`config.mk`:
```
export PLATFORM = sky130hd
export DESIGN_NAME = tinyalu_responder
export DESIGN_NICKNAME = d
export VERILOG_FILES = /design/src/rtl/tinyalu_pkg.sv /design/src/rtl/tinyalu_mul_pipe.sv /design/src/rtl/tinyalu_responder.sv
export SDC_FILE = /design/constraint.sdc
export NUM_CORES = 1
export LEC_CHECK = 0
export ABC_AREA = 1
export ABC_CLOCK_PERIOD_IN_PS = 1500
export BUFFER_PORTS_ARGS = -buffer_cell sky130_fd_sc_hd__clkbuf_2
export CAP_MARGIN = 20
export CORE_MARGIN = 3
export CORE_UTILIZATION = 56
export CTS_CLUSTER_SIZE = 8
export DETAILED_ROUTE_END_ITERATION = 6
export PLACE_DENSITY = 0.77
export SETUP_SLACK_MARGIN = 0.4
export SYNTH_ARGS = -nofsm -noshare
export SYNTH_HDL_FRONTEND = slang
export SYNTH_HIERARCHICAL = 1
export SYNTH_SLANG_ARGS = --single-unit
```
`constraint.sdc`:
```
create_clock -name clk -period 1.5 [get_ports clk]
set_clock_uncertainty 0.05 [all_clocks]
set_input_delay 0.075 -clock clk [delete_from_list [all_inputs] [get_ports clk]]
set_output_delay 0.075 -clock clk [all_outputs]
set_load 0.02 [all_outputs]
```
`src/rtl/tinyalu_pkg.sv`:
```
// Shared opcode encoding, FSM state type and single-cycle datapath helper
// for the TinyALU responder.
package tinyalu_pkg;

    localparam int unsigned TINYALU_MUL_LATENCY_DEFAULT = 3;
    localparam int unsigned OPND_W = 8;
    localparam int unsigned RES_W  = 16;
    localparam int unsigned OP_W   = 3;

    typedef enum logic [OP_W-1:0] {
        OP_NO  = 3'b000,
        OP_ADD = 3'b001,
        OP_AND = 3'b010,
        OP_XOR = 3'b011,
        OP_MUL = 3'b100,
        OP_RST = 3'b111
    } operation_t;

    typedef enum logic [1:0] {
        S_IDLE,
        S_MUL,
        S_DONE,
        S_WAIT_LOW
    } state_t;

    // Add carries into bit 8; logical ops leave the upper byte clear.
    function automatic logic [RES_W-1:0] alu_single(
        input logic [OP_W-1:0]   op,
        input logic [OPND_W-1:0] a,
        input logic [OPND_W-1:0] b
    );
        case (op)
            OP_ADD:  return RES_W'(a) + RES_W'(b);
            OP_AND:  return RES_W'(a & b);
            OP_XOR:  return RES_W'(a ^ b);
            default: return '0;
        endcase
    endfunction

endpackage

```
`src/rtl/tinyalu_mul_pipe.sv`:
```
// Fixed-depth registered 8x8 multiplier with a valid shift chain; flush
// drops any in-flight operation.
module tinyalu_mul_pipe
    import tinyalu_pkg::*;
#(
    parameter int unsigned STAGES = TINYALU_MUL_LATENCY_DEFAULT
) (
    input  logic              clk,
    input  logic              reset_n,
    input  logic              launch,
    input  logic              flush,
    input  logic [OPND_W-1:0] a,
    input  logic [OPND_W-1:0] b,
    output logic              valid,
    output logic [RES_W-1:0]  product
);

    logic [RES_W-1:0]  prod_q [STAGES];
    logic [STAGES-1:0] vld_q;

    always_ff @(posedge clk or negedge reset_n) begin
        if (!reset_n) begin
            for (int i = 0; i < int'(STAGES); i++) begin
                prod_q[i] <= '0;
            end
            vld_q <= '0;
        end else begin
            prod_q[0] <= RES_W'(a) * RES_W'(b);
            for (int i = 1; i < int'(STAGES); i++) begin
                prod_q[i] <= prod_q[i-1];
            end
            if (flush) begin
                vld_q <= '0;
            end else begin
                vld_q <= {vld_q[STAGES-2:0], launch};
            end
        end
    end

    assign valid   = vld_q[STAGES-1];
    assign product = prod_q[STAGES-1];

endmodule

```
`src/rtl/tinyalu_responder.sv`:
```
// TinyALU start/done responder: captures a command on start, runs it through
// the single-cycle datapath or the mul pipeline, and pulses done once.
module tinyalu_responder
    import tinyalu_pkg::*;
#(
    parameter int unsigned MUL_LATENCY = TINYALU_MUL_LATENCY_DEFAULT
) (
    input  logic              clk,
    input  logic              reset_n,
    input  logic [OPND_W-1:0] A,
    input  logic [OPND_W-1:0] B,
    input  logic [OP_W-1:0]   op,
    input  logic              start,
    output logic              done,
    output logic [RES_W-1:0]  result
);

    localparam int unsigned CNT_W = 4;

    state_t             state_q, state_d;
    logic [CNT_W-1:0]   cnt_q, cnt_d;
    logic [OPND_W-1:0]  a_q, a_d, b_q, b_d;
    logic [OP_W-1:0]    op_q, op_d;
    logic               done_d;
    logic [RES_W-1:0]   result_d;
    logic               mul_launch_c;
    logic               mul_flush_c;
    logic               mul_valid;
    logic [RES_W-1:0]   mul_prod;

    tinyalu_mul_pipe #(
        .STAGES (MUL_LATENCY)
    ) u_mul_pipe (
        .clk     (clk),
        .reset_n (reset_n),
        .launch  (mul_launch_c),
        .flush   (mul_flush_c),
        .a       (A),
        .b       (B),
        .valid   (mul_valid),
        .product (mul_prod)
    );

    always_ff @(posedge clk or negedge reset_n) begin
        if (!reset_n) begin
            state_q <= S_IDLE;
            cnt_q   <= '0;
            a_q     <= '0;
            b_q     <= '0;
            op_q    <= '0;
            done    <= 1'b0;
            result  <= '0;
        end else begin
            state_q <= state_d;
            cnt_q   <= cnt_d;
            a_q     <= a_d;
            b_q     <= b_d;
            op_q    <= op_d;
            done    <= done_d;
            result  <= result_d;
        end
    end

    // The capture edge counts as cycle 1 of the multiply.
    always_comb begin
        state_d      = state_q;
        cnt_d        = cnt_q;
        a_d          = a_q;
        b_d          = b_q;
        op_d         = op_q;
        done_d       = 1'b0;
        result_d     = result;
        mul_launch_c = 1'b0;
        mul_flush_c  = 1'b0;

        unique case (state_q)
            S_IDLE: begin
                if (start) begin
                    a_d  = A;
                    b_d  = B;
                    op_d = op;
                    case (op)
                        OP_ADD, OP_AND, OP_XOR: state_d = S_DONE;
                        OP_MUL: begin
                            state_d      = S_MUL;
                            cnt_d        = CNT_W'(1);
                            mul_launch_c = 1'b1;
                        end
                        default: state_d = S_WAIT_LOW;
                    endcase
                end
            end
            S_MUL: begin
                if (!start) begin
                    state_d     = S_IDLE;
                    mul_flush_c = 1'b1;
                end else if (cnt_q >= CNT_W'(MUL_LATENCY - 1)) begin
                    state_d = S_DONE;
                end else begin
                    cnt_d = cnt_q + CNT_W'(1);
                end
            end
            S_DONE: begin
                done_d  = 1'b1;
                state_d = S_WAIT_LOW;
                if (op_q == OP_MUL) begin
                    if (mul_valid) begin
                        result_d = mul_prod;
                    end
                end else begin
                    result_d = alu_single(op_q, a_q, b_q);
                end
            end
            S_WAIT_LOW: begin
                if (!start) begin
                    state_d = S_IDLE;
                end
            end
            default: state_d = S_IDLE;
        endcase
    end

endmodule
```
==> results of run 1 <==
## final cells by class
type	count	share of cell area, %
clock buffers	9	1.46
clock inverters	7	0.662
inverters	165	7.42
multi-input cells	413	44.4
flip-flops and latches	93	27.4
well taps	136	2.00
repair buffers	151	16.7
## final timing paths
kind / from / endpoint / slack, ps / cells after the start
max: A[3] / u_mul_pipe/prod_q[42] / -1660 / 18
min in group asynchronous: reset_n / op_q[0] / 100 / 2
max reg2reg: a_q[0] / result[6] / -510 / 13
min reg2reg: u_mul_pipe/prod_q[29] / u_mul_pipe/product[13] / 310 / 0
min: start / u_mul_pipe/vld_q[1] / 50 / 3
max in group asynchronous: reset_n / result[9] / 740 / 3
## through the flow
step / std cells / instance area [um2] / utilization [%] / total power, mW / setup TNS [ps]
floorplan: 708 / 6540 / - / 9.88 / -19180
global placement: 908 / 7020 / 66.8 / 11.7 / -23040
detailed placement: 908 / 7020 / 66.8 / 12.0 / -23920
CTS: 956 / 8100 / 77.1 / 15.2 / -17740
global route: 974 / 8500 / 80.9 / 18.4 / -23200
finish: 974 / 8500 / 80.9 / 17.4 / -21070
## worst min-delay path, cell delays in order
cell	delay (ps)
clkbuf_2	210
nor2_4	70
nor2_1	80
## power breakdown
group          total (mW)  switching, mW  internal (mW)
sequential           4.36          0.764           3.59
clock                1.67           1.03          0.631
combinational        11.4           6.17           5.24
## synth_stat cells (all sizes together), types with 8 or more instances
cell type / instances
nand2: 184
a21oi: 19
dfrtp: 93
o21ai: 17
mux2: 14
inv: 165
clkbuf: 16
nor2: 29
nand3: 29
buf: 21
ha: 46
fa: 37
nand4: 8
## kinds of logic (layout without fill, tap and decap cells)
family                   count (synthesis)  in the layout  synth area share (%)
AND/OR/NAND/NOR                        260            260                  19.0
AO/OA/AOI/OAI                           49             49                  4.46
flip-flops                              93             93                  37.9
buffers and inverters                  202            332                  13.6
adder cells (fa/ha/maj)                 83             83                  21.4
multiplexers                            14             14                  2.57
XOR/XNOR                                 7              7                 0.998
## sequential cells by signal, summed over array words and instances, names as in the netlist
signal	flops
u_mul_pipe/vld_q	3
a_q	8
state_q	2
b_q	8
op_q	3
u_mul_pipe/prod_q	32
u_mul_pipe/product	16
done	1
result	16
cnt_q	4
## metal layers
layer | vias to the layer above | routed length, um | GRT usage, %
li1 | 2360 | - | -
met4 | 0 | 1780 | 19.9
met5 | - | 0 | 0
met1 | 2608 | 7190 | 31.8
met3 | 132 | 1100 | 6.28
met2 | 286 | 9980 | 52.6
## timing repair
item | in CTS | in global routing
hold buffers | 5 | 0
gates resized for setup | 134 | 65
pin swaps | 58 | 48
setup endpoints to repair | 56 | 59
buffers inserted | 23 | 18
cloned | 4 | 0
hold endpoints to repair | 97 | 0
==> results.sh, run 1 <==
export IMPL_register_area_um2=2330
export IMPL_vias_per_cell=5.53
export IMPL_synth_area_per_cell_um2=8.68
export IMPL_root_buffer="clkbuf_8"
export IMPL_syn_area_um2=6140
export IMPL_dieWidth_um=111
export IMPL_dp_hpwl_um=10600
export IMPL_grt_remaining_overflow=0
export IMPL_diodes=0
export IMPL_routed_via_count=5386
export IMPL_track_usage_pct=29.8
export IMPL_worstPathRequired_ps=1750
export IMPL_final_setup_viol_count=46
export IMPL_critPathTopFamily="adder cells"
export IMPL_multi_input_area_um2=3770
export IMPL_drtIter0Drc=513
export IMPL_synth_top_area_cell="dfrtp_1"
export IMPL_worstPathCellList="clkbuf_16 -> buf_6 -> nand2_1 -> fa_1 -> inv_1 -> fa_1 -> fa_1 -> inv_2 -> fa_1 -> inv_2 -> ha_4 -> nand2_1 -> nand2_2 -> nand2_2 -> nand2_2 -> inv_2 -> nand2_2 -> xor2_1"
export IMPL_cts_tree="built"
export IMPL_post_place_ws_ps=-1990
export IMPL_insertion_delay_ps=380
export IMPL_dieArea_um2=12300
export IMPL_drv_slew=0
export IMPL_synthFlopType="dfrtp_1"
export IMPL_rsz0062_at_grt="true"
export IMPL_final_nets=938
export IMPL_cp_start_kind="input port"
export IMPL_leakage_nw=4.62
export IMPL_path_buf_inv=6
export IMPL_synth_top_area_share_pct=37.9
export IMPL_drt_wl_total_um=20100
export IMPL_worst_pin_slew_ps=431
export IMPL_slowest_delay_ps=570
export IMPL_synth_cells=708
export IMPL_grt_pass1_wl_um=28600
export IMPL_crit_slowest_cell="fa_1"
export IMPL_hold_viol=0
export IMPL_cts_inserted_buffers=9
export IMPL_floorplan_initialDensity_pct=58.4
export IMPL_htree_levels=3
export IMPL_cp_max_fo=5
export IMPL_powerDensity_nw_per_um2=2050
export IMPL_drive_gt1_share_pct=41.5
export IMPL_finalCriticalPeriod_ps=3160
export IMPL_yosysWarnings=6
export IMPL_period_share_pct=211
export IMPL_mostFrequentLayoutCell="nand2_1"
export IMPL_clkTransAtPathRegs_ps=100
export IMPL_yosys_cell_types_count=37
export IMPL_drv_cap=0
export IMPL_whs_ps=54.4
export IMPL_portBuffers=38
export IMPL_most_common_layout_cells="131 x nand2_1, 130 x inv_1, 91 x dfrtp_1"
export IMPL_cp_arrival_ps=3410
export IMPL_cts_sinks=93
export IMPL_relSlewSlack_pct=71.2
export IMPL_coreArea_um2=10500
export IMPL_antenna_left=0
export IMPL_ys_ff_latch=93
export IMPL_gp_congestion=0.862
export IMPL_synth_area_top_cells="dfrtp_1 38%, fa_1 12%, nand2_1 10%"
export IMPL_grt_max_degree=45
export IMPL_ios=39
export IMPL_wire_per_inst_um=20.6
export IMPL_fin_ws_ps=-1660
export IMPL_rows=37
export IMPL_grt_pass1_vias=5789
export IMPL_syn2layout_area_growth_pct=38.4
export IMPL_crit_type="input port to flip-flop"
export IMPL_violations="setup timing"
export IMPL_hold_path_class="input port to flip-flop"
export IMPL_syn_nets=813
export IMPL_nFillCells=540
export IMPL_max_freq_ghz=0.317
export IMPL_async_flop_share_pct=100
export IMPL_drc=0
export IMPL_crit_path_end_kind="flip-flop"
export IMPL_die_h_um=111
export IMPL_synth_edf_count=0
export IMPL_antenna_found_initial=0
export IMPL_synth_seq_area_share_pct=37.9
export IMPL_clock_path_buffers=2
export IMPL_status="complete, but fails checks"
export IMPL_dr_pass1_iters=6
export IMPL_vdd_ir_drop_worst_mv=1.30
Note: power is estimated with default switching activity, not from simulation.
==> inputs of run 2 (changes only) <==
--- a/config.mk
+++ b/config.mk
@@ -13,7 +13,7 @@
 export CORE_UTILIZATION = 56
 export CTS_CLUSTER_SIZE = 8
 export DETAILED_ROUTE_END_ITERATION = 6
-export PLACE_DENSITY = 0.77
+export PLACE_DENSITY = 0.81
 export SETUP_SLACK_MARGIN = 0.4
 export SYNTH_ARGS = -nofsm -noshare
 export SYNTH_HDL_FRONTEND = slang
==> run 2 against run 1 <==
Compared with the run above: clock-buffer cell count unchanged; combinational power is 5% higher; highest routed layer unchanged; hold slack lost 23 ps; wire length is 9.8% higher; worst setup slack worse by 110 ps; non-clock buffer count unchanged; global-route usage decreased by 0.26 points; sequential share of layout area decreased by 0.49 points; the flow still finishes with violations (setup timing).
==> results.sh, run 2 (synthesized netlist as in run 1, its figures left out) <==
export IMPL_status="complete, but fails checks"
export IMPL_violations="setup timing"
export IMPL_wire_per_inst_um=22.6
export IMPL_gp_congestion=0.911
export IMPL_worstPathRequired_ps=1730
export IMPL_syn2layout_area_growth_pct=41.0
export IMPL_root_buffer="clkbuf_8"
export IMPL_path_buf_inv=7
export IMPL_routed_via_count=5773
export IMPL_rows=37
export IMPL_grt_max_degree=54
export IMPL_dp_hpwl_um=10400
export IMPL_antenna_found_initial=0
export IMPL_dr_pass1_iters=5
export IMPL_htree_levels=3
export IMPL_period_share_pct=218
export IMPL_hold_path_class="input port to flip-flop"
export IMPL_track_usage_pct=29.5
export IMPL_top_register="u_mul_pipe/prod_q"
export IMPL_drc=0
export IMPL_grt_remaining_overflow=0
export IMPL_drv_cap=0
export IMPL_dieWidth_um=111
export IMPL_drive_gt1_share_pct=43.9
export IMPL_worstHoldStart="B[7]"
export IMPL_cts_sinks=93
export IMPL_worst_pin_slew_ps=367
export IMPL_hold_end="b_q[7]"
export IMPL_use_met3_pct=4.48
export IMPL_cts_inserted_buffers=9
export IMPL_max_freq_ghz=0.306
export IMPL_worstPathCellList="buf_8 -> nand2_4 -> inv_2 -> fa_1 -> inv_2 -> fa_1 -> inv_1 -> fa_1 -> inv_2 -> fa_1 -> inv_2 -> ha_4 -> nand2_4 -> inv_2 -> nand2_2 -> nand2_4 -> nand2_4 -> nand3_2 -> nand2_1 -> nand2_1"
export IMPL_drv_slew=0
export IMPL_rsz0062_at_grt="true"
export IMPL_grt_pass1_vias=5680
export IMPL_r2r_setup_slack_ps=-580
export IMPL_slowest_delay_ps=580
export IMPL_critPathTopFamily="adder cells"
export IMPL_grt_pass1_wl_um=28700
export IMPL_fin_ws_ps=-1770
export IMPL_relSlewSlack_pct=75.6
export IMPL_antenna_left=0
export IMPL_crit_type="input port to flip-flop"
export IMPL_floorplan_initialDensity_pct=58.4
export IMPL_min_path_cells=3
export IMPL_die_h_um=111
export IMPL_final_nets=938
export IMPL_final_setup_viol_count=38
export IMPL_busiest_layer="met2"
export IMPL_cp_start_kind="input port"
export IMPL_vias_per_cell=5.93
export IMPL_use_met1_pct=33.4
export IMPL_diodes=0
export IMPL_cp_max_fo=4
export IMPL_cts_tree="built"
export IMPL_leakage_nw=4.69
export IMPL_ios=39
export IMPL_largest_register_ffs=32
export IMPL_mostFrequentLayoutCell="inv_1"
export IMPL_nFillCells=471
export IMPL_powerDensity_nw_per_um2=2110
export IMPL_met2_usage_pct=54.4
export IMPL_coreArea_um2=10500
export IMPL_dieArea_um2=12300
export IMPL_rr_worst_depth=13
export IMPL_crit_slowest_cell="fa_1"
export IMPL_r2r_end="result[4]"
export IMPL_insertion_delay_ps=400
export IMPL_r2r_start="b_q[0]"
export IMPL_p_total_mw=18.3
export IMPL_clkTransAtPathRegs_ps=130
export IMPL_crit_path_end_kind="flip-flop"
export IMPL_drtIter0Drc=636
export IMPL_tns_ps=-22660
export IMPL_critPathMostFrequentCell="inv_2"
export IMPL_finalCriticalPeriod_ps=3270
export IMPL_hold_viol=0
export IMPL_most_common_layout_cells="125 x inv_1, 120 x nand2_1, 90 x dfrtp_1"
export IMPL_portBuffers=38
export IMPL_cp_arrival_ps=3500
export IMPL_drt_wl_total_um=22000
export IMPL_clock_path_buffers=2
export IMPL_cp_depth=20
export IMPL_vdd_ir_drop_worst_mv=1.23
## run 2: cell count changes in the layout (fill, tap and decap cells not counted), sizes merged
cell         change
buf              +2
bufinv           +1
clkbuf           -3
clkinv           -2
clkinvlp         +1
dlygate4sd3      +1
## run 2: worst max-delay path by stage
stage | from | end | slack [ps]
5_1_grt | B[2] | u_mul_pipe/prod_q[47] | -1870
2_1_floorplan | A[3] | u_mul_pipe/prod_q[47] | -1770
3_3_place_gp | A[4] | u_mul_pipe/prod_q[45] | -1910
6_report | B[2] | u_mul_pipe/prod_q[44] | -1770
3_5_place_dp | B[4] | u_mul_pipe/prod_q[44] | -2030
4_1_cts | B[4] | u_mul_pipe/prod_q[47] | -1510
## run 2: metrics by stage
stage                     instances  util, %  setup WS, ps  hold WS, ps  instance area, um2
final                           974     82.4         -1770         31.2                8660
after global placement          905     66.7         -1910        -53.8                7010
after floorplan                 708        -         -1770         -271                6540
after CTS                       948     76.6         -1510         15.2                8050
after detailed placement        905     66.7         -2030        -47.1                7010
after global routing            974     82.4         -1870         29.1                8660
## run 2: tightest hold or removal path, delay by kind of cell
kind     cells  cell delay (ps)
buf+inv      2              250
mux          1              140
## run 2: report_power, final
part	internal (mW)	switching, mW	total, mW
Sequential	3.60	0.789	4.39
Clock	0.811	1.13	1.94
Combinational	5.31	6.66	12.0
## run 2: area by class of cell
cell class,count,area (um2),share of cell area (%)
clock buffers,9,124,1.43
repair buffers,151,1430,16.5
multi-input cells,413,3880,44.8
flip-flops and latches,93,2330,26.9
well taps,136,170,1.96
clock inverters,7,88.8,1.03
inverters,165,638,7.37
## run 2: layer usage
layer | vias up | share of wire (%)
li1 | 2359 | -
met1 | 2821 | 34
met2 | 418 | 49
met3 | 175 | 8.5
met4 | 0 | 8.6
met5 | - | 0
## run 2: what timing repair did
item / in CTS / in global routing
setup buffers: 17 / 25
gates cloned: 4 / 1
resized for setup: 133 / 100
hold buffers: 6 / 0
endpoints found under the hold margin: 97 / 0
setup endpoints to repair: 56 / 60
pin swaps: 42 / 68
==> inputs of run 3 (changes only) <==
--- a/config.mk
+++ b/config.mk
@@ -9,13 +9,13 @@
 export ABC_CLOCK_PERIOD_IN_PS = 1500
 export BUFFER_PORTS_ARGS = -buffer_cell sky130_fd_sc_hd__clkbuf_2
 export CAP_MARGIN = 20
+export CORE_ASPECT_RATIO = 1.1
 export CORE_MARGIN = 3
-export CORE_UTILIZATION = 56
+export CORE_UTILIZATION = 55
 export CTS_CLUSTER_SIZE = 8
 export DETAILED_ROUTE_END_ITERATION = 6
-export PLACE_DENSITY = 0.81
+export PLACE_DENSITY = 0.8
 export SETUP_SLACK_MARGIN = 0.4
 export SYNTH_ARGS = -nofsm -noshare
 export SYNTH_HDL_FRONTEND = slang
-export SYNTH_HIERARCHICAL = 1
 export SYNTH_SLANG_ARGS = --single-unit
==> run 3 against run 2 <==
Compared with the run above: the flow still finishes with violations (setup timing); sequential share of layout area hardly changed; non-clock buffer count is 5 higher; worst setup slack better by 67 ps; highest routed layer unchanged; design area hardly changed; hold slack worse by 29 ps; first-iteration DRC count is 31% lower; wire length is 12% lower; via count is 5.8% lower; largest power group unchanged; critical path depth is 2 lower; global-route usage is 2.0 points lower.
==> results.sh, run 3 <==
export IMPL_finalCriticalPeriod_ps=3200
export IMPL_yosys_cell_types_count=39
export IMPL_cp_max_fo=5
export IMPL_cp_start_kind="input port"
export IMPL_yosysWarnings=0
export IMPL_drc=0
export IMPL_worstPathRequired_ps=1710
export IMPL_drv_slew=0
export IMPL_grt_max_degree=51
export IMPL_synth_top_area_share_pct=39.9
export IMPL_met3_length_um=976
export IMPL_p_total_mw=17.5
export IMPL_tns_ps=-20530
export IMPL_final_setup_viol_count=34
export IMPL_most_common_layout_cells="114 x inv_1, 99 x nand2_1, 89 x dfrtp_1"
export IMPL_dr_pass1_iters=6
export IMPL_crit_type="input port to flip-flop"
export IMPL_root_buffer="clkbuf_8"
export IMPL_top_layer="met4"
export IMPL_status="complete, but fails checks"
export IMPL_vdd_ir_drop_worst_mv=0.984
export IMPL_synthTopCellsByCount="189 x nand2_1, 141 x inv_1, 93 x dfrtp_1"
export IMPL_ios=39
export IMPL_cp_arrival_ps=3420
export IMPL_place_area_um2=6830
export IMPL_antenna_left=0
export IMPL_top_register="u_mul_pipe.prod_q"
export IMPL_synthFlopType="dfrtp_1"
export IMPL_r2r_end="result[6]"
export IMPL_slowest_delay_ps=540
export IMPL_syn2layout_area_growth_pct=48.5
export IMPL_dp_hpwl_um=9880
export IMPL_share_comb_of_total_power_pct=65.7
export IMPL_synth_area_top_cells="dfrtp_1 40%, fa_1 13%, nand2_1 12%"
export IMPL_antenna_found_initial=0
export IMPL_fin_ws_ps=-1700
export IMPL_leakage_nw=4.60
export IMPL_path_buf_inv=5
export IMPL_clkPwrFrac_pct=9.6
export IMPL_r2r_start="a_q[0]"
export IMPL_stdcell_count=967
export IMPL_wl_met1_um=6530
export IMPL_drtIter0Drc=439
export IMPL_insertion_delay_ps=370
export IMPL_synth_area_per_cell_um2=8.62
export IMPL_cts_tree="built"
export IMPL_max_freq_ghz=0.312
export IMPL_grt_pass1_vias=5423
export IMPL_synth_edf_count=0
export IMPL_wire_per_inst_um=20.0
export IMPL_htree_levels=3
export IMPL_violations="setup timing"
export IMPL_syn_nets=781
export IMPL_synth_seq_area_share_pct=39.9
export IMPL_rows=38
export IMPL_critPathTopFamily="adder cells"
export IMPL_period_share_pct=213
export IMPL_syn_area_um2=5830
export IMPL_largest_register_ffs=32
export IMPL_synth_top_area_cell="dfrtp_1"
export IMPL_cts_sinks=93
export IMPL_switchingPower_mw=8.03
export IMPL_power_frac_seq_pct=24.7
export IMPL_worst_pin_slew_ps=400
export IMPL_die_h_um=114
export IMPL_nFillCells=475
export IMPL_track_usage_pct=27.5
export IMPL_synth_cells=676
export IMPL_mostFrequentLayoutCell="inv_1"
export IMPL_vias_per_cell=5.62
export IMPL_dp_cells=891
export IMPL_hold_viol=0
export IMPL_routed_via_count=5438
export IMPL_final_nets=927
export IMPL_cts_inserted_buffers=9
export IMPL_clock_path_buffers=2
export IMPL_gp_congestion=0.878
export IMPL_crit_path_end_kind="flip-flop"
export IMPL_routed_wl_met2_um=10400
export IMPL_p_sw_share_pct=45.8
export IMPL_worstPathCellList="clkbuf_16 -> buf_6 -> nand2_2 -> inv_2 -> fa_2 -> fa_1 -> inv_2 -> fa_1 -> fa_1 -> inv_2 -> ha_4 -> nand2_2 -> nor2_4 -> nand2_4 -> a21boi_2 -> nor2_1 -> nand2_1 -> nand2_1"
export IMPL_min_path_cells=4
export IMPL_worstHoldStart="A[3]"
export IMPL_clkTransAtPathRegs_ps=110
export IMPL_power_internal_mw=9.50
export IMPL_rr_worst_depth=11
export IMPL_grt_pass1_wl_um=25800
export IMPL_dieArea_um2=11900
export IMPL_powerDensity_nw_per_um2=2030
export IMPL_diodes=0
export IMPL_relSlewSlack_pct=73.3
export IMPL_grt_remaining_overflow=0
export IMPL_synthMostInstantiatedCell="nand2_1"
export IMPL_async_flop_share_pct=100
export IMPL_hold_path_class="input port to flip-flop"
export IMPL_drive_gt1_share_pct=46.2
export IMPL_coreArea_um2=10100
export IMPL_portBuffers=38
export IMPL_ys_ff_latch=93
export IMPL_crit_slowest_cell="fa_1"
export IMPL_hold_end="a_q[3]"
export IMPL_rsz0062_at_grt="true"
export IMPL_post_route_cell_area_um2=8650
export IMPL_drt_wl_total_um=19300
export IMPL_r2r_setup_slack_ps=-390
export IMPL_drv_cap=0
export IMPL_whs_ps=2.26
export IMPL_floorplan_initialDensity_pct=57.8
export IMPL_dieWidth_um=104
-- run 3: changes by cell type in the layout (fill, tap and decap cells not counted), moves of 5 or more --
cell,change
nand2_2,+22
nand2_1,-21
mux2_4,-14
inv_1,-11
inv_2,-10
buf_6,+9
nor2_4,-7
o21ai_1,+7
nand2_4,+5
nor2_1,+5
o21ai_2,-5
-- run 3: power by group through the flow --
| stage | registers (mW) | logic, mW | clock network, mW |
|---|---|---|---|
| 6_report | 4.33 | 11.5 | 1.69 |
| 5_1_grt | 4.42 | 12.2 | 1.81 |
| 4_1_cts | 4.15 | 8.97 | 1.65 |
| 3_5_place_dp | 4.19 | 6.99 | 0 |
| 3_3_place_gp | 4.13 | 6.77 | 0 |
| 2_1_floorplan | 4.31 | 4.62 | 0 |
-- run 3: final cells by class --
| type | count | area (um2) | area share [%] |
|---|---|---|---|
| clock buffer | 9 | 124 | 1.43 |
| clock inverter | 7 | 72.6 | 0.839 |
| inverter | 145 | 569 | 6.58 |
| multi-input combinational | 416 | 3860 | 44.6 |
| sequential | 93 | 2330 | 26.9 |
| tap | 140 | 175 | 2.02 |
| timing repair buffer | 156 | 1500 | 17.3 |
| timing repair inverter | 1 | 20.0 | 0.231 |
-- run 3: routing by layer --
layer,global-route usage (%),up-vias
met2,55.1,304
met3,3.79,128
li1,-,2346
met4,12.0,0
met5,0,-
met1,28.3,2660
-- run 3: worst register-to-register path, cell delays in order (launching register included) --
cell and delay, ps:
dfrtp_1 450, ha_4 200, fa_2 420, nand2_4 90, nand3_4 110, nand3_4 100, nand2_2 60, nand2_2 80
nand3_2 80, nand3_2 70, nand2_1 60, inv_1 60
-- run 3: logic make-up after synthesis --
kind of cell               Yosys count  synth area share (%)
buffers and inverters              167                  11.1
AOI/OAI and AO/OA                   62                  6.08
DFF                                 93                  39.9
xor gates and xnor gates            10                  1.50
adders and majority gates           83                  22.6
and+or+nand+nor                    261                  18.8
-- run 3: through the flow --
step	worst slack, ps	util (%)
floorplan	-1830	-
CTS	-1590	79.2
detailed placement	-2090	67.8
finish	-1700	85.9
global placement	-2020	67.8
global route	-1810	85.9
-- run 3: what timing repair did --
action,in CTS,in global routing
setup endpoints to repair,58,60
endpoints found under the hold margin,98,0
hold buffers,5,0
cloned,3,2
gates resized for setup,148,136
pin swaps,65,73
setup buffers,30,20
-- run 3: how the worst max path moves through the flow --
stage / cells after the start / from / slack, ps / endpoint
after floorplan: 17 / B[5] / -1830 / u_mul_pipe.prod_q[46]
after global placement: 16 / B[5] / -2020 / u_mul_pipe.prod_q[46]
after detailed placement: 17 / A[3] / -2090 / u_mul_pipe.prod_q[46]
after CTS: 17 / B[7] / -1590 / u_mul_pipe.prod_q[46]
after global routing: 17 / A[2] / -1810 / u_mul_pipe.prod_q[46]
final: 18 / A[2] / -1700 / u_mul_pipe.prod_q[46]
